`config.mk`:
```
export PLATFORM = sky130hd
export DESIGN_NAME = ps2_scancode_receiver
export DESIGN_NICKNAME = d
export VERILOG_FILES = /design/src/rtl/ps2_pkg.sv /design/src/rtl/ps2_line_filter.sv /design/src/rtl/ps2_scancode_receiver.sv
export SDC_FILE = /design/constraint.sdc
export NUM_CORES = 1
export LEC_CHECK = 0
export CAP_MARGIN = 40
export CORE_MARGIN = 2
export CORE_UTILIZATION = 53
export CTS_BUF_LIST = sky130_fd_sc_hd__clkbuf_2
export CTS_CLUSTER_DIAMETER = 120
export DETAILED_ROUTE_END_ITERATION = 8
export PLACE_DENSITY = 0.79
export SLEW_MARGIN = 10
export SYNTH_ARGS = -nofsm -noshare
export SYNTH_HDL_FRONTEND = slang
export SYNTH_SLANG_ARGS = --single-unit
```
`constraint.sdc`:
```
create_clock -name clk -period 2.4 [get_ports clk]
set_input_delay 0.36 -clock clk [delete_from_list [all_inputs] [get_ports clk]]
set_output_delay 0.36 -clock clk [all_outputs]
set_load 0.02 [all_outputs]
```
`src/rtl/ps2_pkg.sv`:
```
// Shared constants, state encoding and helpers for the PS/2 scan-code receiver.
package ps2_pkg;

    // Prefix bytes folded into event flags
    localparam logic [7:0] PS2_PREFIX_EXT   = 8'hE0;
    localparam logic [7:0] PS2_PREFIX_BREAK = 8'hF0;

    // Start + 8 data + parity + stop
    localparam int unsigned PS2_FRAME_BITS = 11;
    localparam int unsigned PS2_DATA_BITS  = PS2_FRAME_BITS - 3;

    // Frame receiver states
    typedef enum logic [1:0] {
        ST_IDLE   = 2'd0,
        ST_DATA   = 2'd1,
        ST_PARITY = 2'd2,
        ST_STOP   = 2'd3
    } ps2_state_e;

    // Odd parity over data and parity bit
    function automatic logic ps2_parity_ok(input logic [7:0] data, input logic parity);
        return ^{data, parity};
    endfunction

    // True for bytes that only set a pending flag and never produce an event
    function automatic logic ps2_is_prefix(input logic [7:0] data);
        return (data == PS2_PREFIX_EXT) || (data == PS2_PREFIX_BREAK);
    endfunction

endpackage

```
`src/rtl/ps2_line_filter.sv`:
```
// Conditions one raw PS/2 line: 2-FF synchronizer followed by a glitch filter.
// The filtered value follows the synchronized line only after FILTER_LEN
// consecutive samples that disagree with the current filtered value.
module ps2_line_filter #(
    parameter int unsigned FILTER_LEN = 16
) (
    input  logic i_clk,
    input  logic i_rst,
    input  logic i_line,
    output logic o_filtered
);

    localparam int unsigned       CNT_W    = (FILTER_LEN > 1) ? $clog2(FILTER_LEN) : 1;
    localparam logic [CNT_W-1:0]  CNT_LAST = CNT_W'(FILTER_LEN - 1);

    logic [1:0]       r_sync;
    logic [CNT_W-1:0] r_runCnt;
    logic             r_filtered;

    // Two-stage synchronizer; idles high like the PS/2 bus
    always_ff @(posedge i_clk or posedge i_rst) begin
        if (i_rst) begin
            r_sync <= '1;
        end else begin
            r_sync <= {r_sync[0], i_line};
        end
    end

    // Run counter of samples differing from the filtered value; flip on a full run
    always_ff @(posedge i_clk or posedge i_rst) begin
        if (i_rst) begin
            r_runCnt   <= '0;
            r_filtered <= 1'b1;
        end else if (r_sync[1] == r_filtered) begin
            r_runCnt <= '0;
        end else if (r_runCnt == CNT_LAST) begin
            r_filtered <= r_sync[1];
            r_runCnt   <= '0;
        end else begin
            r_runCnt <= r_runCnt + CNT_W'(1);
        end
    end

    assign o_filtered = r_filtered;

endmodule

```
`src/rtl/ps2_scancode_receiver.sv`:
```
// PS/2 keyboard frame receiver: conditions the lines, deframes and checks
// 11-bit frames, folds E0/F0 prefixes into flags, and presents each key
// event on a one-deep valid/ready output register.
module ps2_scancode_receiver
    import ps2_pkg::*;
#(
    parameter int unsigned CLOCK_FREQUNCY = 100000000,
    parameter int unsigned FILTER_LEN     = 16,
    parameter int unsigned TIMEOUT_CYCLES = CLOCK_FREQUNCY / 500
) (
    input  logic       clk,
    input  logic       rst,
    input  logic       ps2Clk,
    input  logic       ps2Data,
    output logic [7:0] scanCode,
    output logic       isExtended,
    output logic       isBreak,
    output logic       codeValid,
    input  logic       codeReady,
    output logic       frameError,
    output logic       overflow
);

    localparam int unsigned TO_W = $clog2(TIMEOUT_CYCLES + 1);
    localparam logic [TO_W-1:0] TO_LIMIT = TO_W'(TIMEOUT_CYCLES);
    localparam logic [2:0]      BIT_LAST = 3'(PS2_DATA_BITS - 1);

    // Conditioned lines and edge detect
    logic w_clkFilt;
    logic w_dataFilt;
    logic r_clkPrev;
    logic w_sampleEn;

    // Frame receiver
    ps2_state_e      r_state;
    logic [7:0]      r_shift;
    logic [2:0]      r_bitCnt;
    logic            r_parity;
    logic [TO_W-1:0] r_toCnt;
    logic [7:0]      r_byte;
    logic            r_byteStrobe;
    logic            r_frameErr;

    // Prefix folding and output register
    logic       r_extPending;
    logic       r_brkPending;
    logic       w_emit;
    logic [7:0] r_scanCode;
    logic       r_isExt;
    logic       r_isBrk;
    logic       r_codeValid;
    logic       r_overflow;

    ps2_line_filter #(
        .FILTER_LEN(FILTER_LEN)
    ) u_clkFilter (
        .i_clk      (clk),
        .i_rst      (rst),
        .i_line     (ps2Clk),
        .o_filtered (w_clkFilt)
    );

    ps2_line_filter #(
        .FILTER_LEN(FILTER_LEN)
    ) u_dataFilter (
        .i_clk      (clk),
        .i_rst      (rst),
        .i_line     (ps2Data),
        .o_filtered (w_dataFilt)
    );

    // Previous filtered clock, for falling-edge detection
    always_ff @(posedge clk or posedge rst) begin
        if (rst) begin
            r_clkPrev <= 1'b1;
        end else begin
            r_clkPrev <= w_clkFilt;
        end
    end

    assign w_sampleEn = r_clkPrev & ~w_clkFilt;

    // Frame FSM with inactivity timeout; emits a byte strobe or an error pulse
    always_ff @(posedge clk or posedge rst) begin
        if (rst) begin
            r_state      <= ST_IDLE;
            r_shift      <= '0;
            r_bitCnt     <= '0;
            r_parity     <= 1'b0;
            r_toCnt      <= '0;
            r_byte       <= '0;
            r_byteStrobe <= 1'b0;
            r_frameErr   <= 1'b0;
        end else begin
            r_byteStrobe <= 1'b0;
            r_frameErr   <= 1'b0;
            if ((r_state != ST_IDLE) && (r_toCnt == TO_LIMIT)) begin
                // Abandoned partial frame
                r_state    <= ST_IDLE;
                r_toCnt    <= '0;
                r_frameErr <= 1'b1;
            end else if (w_sampleEn) begin
                r_toCnt <= '0;
                case (r_state)
                    ST_IDLE: begin
                        if (!w_dataFilt) begin
                            r_state  <= ST_DATA;
                            r_bitCnt <= '0;
                        end
                    end
                    ST_DATA: begin
                        r_shift  <= {w_dataFilt, r_shift[7:1]};
                        r_bitCnt <= r_bitCnt + 3'd1;
                        if (r_bitCnt == BIT_LAST) begin
                            r_state <= ST_PARITY;
                        end
                    end
                    ST_PARITY: begin
                        r_parity <= w_dataFilt;
                        r_state  <= ST_STOP;
                    end
                    ST_STOP: begin
                        r_state <= ST_IDLE;
                        if (w_dataFilt && ps2_parity_ok(r_shift, r_parity)) begin
                            r_byte       <= r_shift;
                            r_byteStrobe <= 1'b1;
                        end else begin
                            r_frameErr <= 1'b1;
                        end
                    end
                    default: r_state <= ST_IDLE;
                endcase
            end else if (r_state == ST_IDLE) begin
                r_toCnt <= '0;
            end else begin
                r_toCnt <= r_toCnt + TO_W'(1);
            end
        end
    end

    // A non-prefix byte becomes a key event
    always_comb begin
        w_emit = r_byteStrobe && !ps2_is_prefix(r_byte);
    end

    // Pending prefix flags: set by E0/F0, cleared by any event or frame error
    always_ff @(posedge clk or posedge rst) begin
        if (rst) begin
            r_extPending <= 1'b0;
            r_brkPending <= 1'b0;
        end else if (r_frameErr) begin
            r_extPending <= 1'b0;
            r_brkPending <= 1'b0;
        end else if (r_byteStrobe) begin
            if (r_byte == PS2_PREFIX_EXT) begin
                r_extPending <= 1'b1;
            end else if (r_byte == PS2_PREFIX_BREAK) begin
                r_brkPending <= 1'b1;
            end else begin
                r_extPending <= 1'b0;
                r_brkPending <= 1'b0;
            end
        end
    end

    // One-deep output register; a new event while full and not accepted is dropped
    always_ff @(posedge clk or posedge rst) begin
        if (rst) begin
            r_scanCode  <= '0;
            r_isExt     <= 1'b0;
            r_isBrk     <= 1'b0;
            r_codeValid <= 1'b0;
            r_overflow  <= 1'b0;
        end else begin
            r_overflow <= 1'b0;
            if (w_emit) begin
                if (!r_codeValid || codeReady) begin
                    r_scanCode  <= r_byte;
                    r_isExt     <= r_extPending;
                    r_isBrk     <= r_brkPending;
                    r_codeValid <= 1'b1;
                end else begin
                    r_overflow <= 1'b1;
                end
            end else if (r_codeValid && codeReady) begin
                r_codeValid <= 1'b0;
            end
        end
    end

    assign scanCode   = r_scanCode;
    assign isExtended = r_isExt;
    assign isBreak    = r_isBrk;
    assign codeValid  = r_codeValid;
    assign frameError = r_frameErr;
    assign overflow   = r_overflow;

endmodule

```
==> out/metrics.yaml <==
yosysUniqueCellTypes: 45
crit_path_max_delay_family: "compound AO/OA/AOI/OAI gates"
placement_rows: 28
endpoint_kind: "register"
design.portCount: 18
worst_skew_pair.late_latency_ns: 0.49
post_placement_cell_count: 353
crit_path_cell_trace: "inv_1 > ha_1 > nor2b_1 > nand4_1 > o211ai_2 > mux2_2"
vias: 2021
tns_ns: 0
synth_flop_cell: "sky130_fd_sc_hd__dfrtp_1"
layout.cells.most_common_list: "sky130_fd_sc_hd__dfrtp_1, sky130_fd_sc_hd__mux2_2, sky130_fd_sc_hd__nor2_1"
root_buffer: "sky130_fd_sc_hd__clkbuf_2"
dr.first_iter.drc_count: 135
ctsHoldBuffers: 0
synth_largest_area_cell: "sky130_fd_sc_hd__dfrtp_1"
tritoncts.num_buffers: 9
synth.ff_latch_count: 71
share_of_the_yosys_chip_area_belonging_to_registers_pct: 56.0
floorplan.die_area_um2: 6650
worst_ep_arrival_time_ns: 2.56
grt_setup_unrepaired: "false"
layout.cells.most_common: "sky130_fd_sc_hd__dfrtp_1"
report.final.setup_viol: 0
drc: 0
number_of_sinks_handled_by_clock_tree_synthesis: 71
max_cap_viol_count: 0
grt_usage_pct: 18.5
post_cts.resized_instances: 0
wire_length_of_the_first_global_routing_pass_um: 9210
tightest_slew_ns: 0.572
maxSlewHeadroom_pct: 61.8
grt_pass1_vias: 1945
finalHoldViolCount: 0
critical_path.max_stage_delay_ns: 0.53
final.min_clock_period_ns: 2.17
cts_tree: "yes"
synthToLayoutAreaGrowth_pct: 11.7
globalRoute.totalOverflow: 0
final_nets: 304
totalWireLength_um: 5380
instances_no_fill: 369
required_ns: 2.79
ctsLongestPathBuffers: 2
port_buffers: 17
path_buf_inv: 1
routabilityCongestion: 0.799
outcome: "complete, no violations"
postRouteAntennaNets: 0
drive_above_1_share_pct: 20.4
synthTopCellsByArea: "sky130_fd_sc_hd__dfrtp_1, sky130_fd_sc_hd__mux2_2, sky130_fd_sc_hd__dfstp_2, sky130_fd_sc_hd__ha_1, sky130_fd_sc_hd__xor2_1"
routedWlPerCell_um: 14.6
grt_max_degree: 41
leakage_component_of_the_power_nw: 1.60
max_freq_mhz: 461
number_of_antenna_violations_at_the_first_check_in_global_routing: 0
initial_core_util_pct: 54.4
edff_count_synth: 0
die_w_um: 81.5
post_synth_inst_count: 265
worstSetupStartpointType: "register"
power-per-cell-area_nw_per_um2: 545
antenna-diode-count: 0
die_y_um: 81.5
worstSetupPathType: "register to register"
cts-htree-levels: 3
postSynthNetCount: 280
synth_top_area_share_pct: 50.3
dp.final_hpwl_um: 3770
final.period_utilization_pct: 90.3
cts_setup_buffers: 0
design.core.area_um2: 5850
drt_first_pass_iters: 4
worst_clock_skew_ns: 0.0259
worst_hold_path_type: "primary input to async pin"
final-max-slew-violation-count: 0
slowest_stage: "sky130_fd_sc_hd__o211ai_2"
routed_via_density: 5.48
synth_warnings: 0
syn-mean-instance-area_um2: 12.0
postLayoutCellArea_um2: 3560
timing.critical_path.fanout_max: 12
synthesis.area_um2: 3190
placed_area_um2: 3450
synthArstFlopShare_pct: 100
irDropWorstVdd_uv: 293
cts.reportedPaths.clkPinSlew_ns: 0.20
## area by class of cell
type | instances | area, µm²
fill | 473 | 2290
clock inverter | 6 | 61.3
multi-input combinational | 171 | 1300
sequential | 71 | 1790
clock buffer | 10 | 50.0
timing repair buffer | 22 | 220
inverter | 14 | 52.6
tap | 75 | 93.8
## final timing paths
check	start	to	slack [ns]	cells after the start
worst min-delay path	rst	isBreak	0.13	2
min in group clk	ps2Data	u_dataFilter.r_sync[0]	0.26	1
worst max-delay path	r_state[0]	r_shift[1]	0.23	6
worst max register to register	r_state[0]	r_shift[1]	0.23	6
max in group asynchronous	rst	u_clkFilter.r_sync[0]	1.64	3
worst min register to register	u_dataFilter.r_sync[0]	u_dataFilter.r_sync[1]	0.37	0
## power by group
group	total, mW	leakage [nW]	switching [mW]	internal, mW
clock	0.652	0.0733	0.410	0.242
combinational	0.0624	0.568	0.0387	0.0237
sequential	1.22	0.962	0.0109	1.21
total	1.94	1.60	0.459	1.48
## metal layers
| metal | vias to the layer above | wire length, µm | track usage [%] |
|---|---|---|---|
| met3 | 13 | 152 | 4.18 |
| met4 | 0 | 159 | 10.5 |
| met1 | 995 | 2540 | 23.8 |
| met5 | - | 0 | 0 |
| met2 | 42 | 2520 | 28.9 |
| li1 | 971 | - | - |
## metrics by stage
stage          utilization [%]  worst slack (ns)  hold slack (ns)  power, mW
2_1_floorplan                -             0.255            0.345       1.28
3_3_place_gp              58.9             0.304            0.346       1.30
3_5_place_dp              58.9             0.250            0.351       1.31
4_1_cts                   60.8             0.226            0.108       1.96
5_1_grt                   60.8            0.0219           0.0955       2.03
6_report                  60.8             0.233            0.128       1.94
## synthesized netlist by cell type, drive strengths merged, types with 2 or more instances
master and n:
nand4 6, buf 5, a21oi 6, dfstp 7, o21ai 6, dfrtp 64, nor2b 5, nor4 3
mux2 28, xor2 14, nand2 13, o211ai 2, and3 2, nand4b 3, nor3b 3, inv 14
ha 10, xnor2 12, a32o 2, clkbuf 4, nor3 4, nand3 12, nor2 23
## flip-flops by register name, summed over array words and instances (netlist names), 2 cells and up
register               flops
r_bitCnt                   3
r_byte                     8
r_shift                    8
r_state                    2
r_toCnt                   18
scanCode                   8
u_clkFilter.r_runCnt       4
u_clkFilter.r_sync         2
u_dataFilter.r_runCnt      4
u_dataFilter.r_sync        2
## cells by family after synthesis
group / synth area share, %
xor gates and xnor gates: 7.86
DFF: 56.0
muxes: 9.90
and+or+nand+nor: 13.4
buffers and inverters: 3.26
adders and majority gates: 3.93
AOI/OAI and AO/OA: 5.58
(Power assumes the default switching activity.)
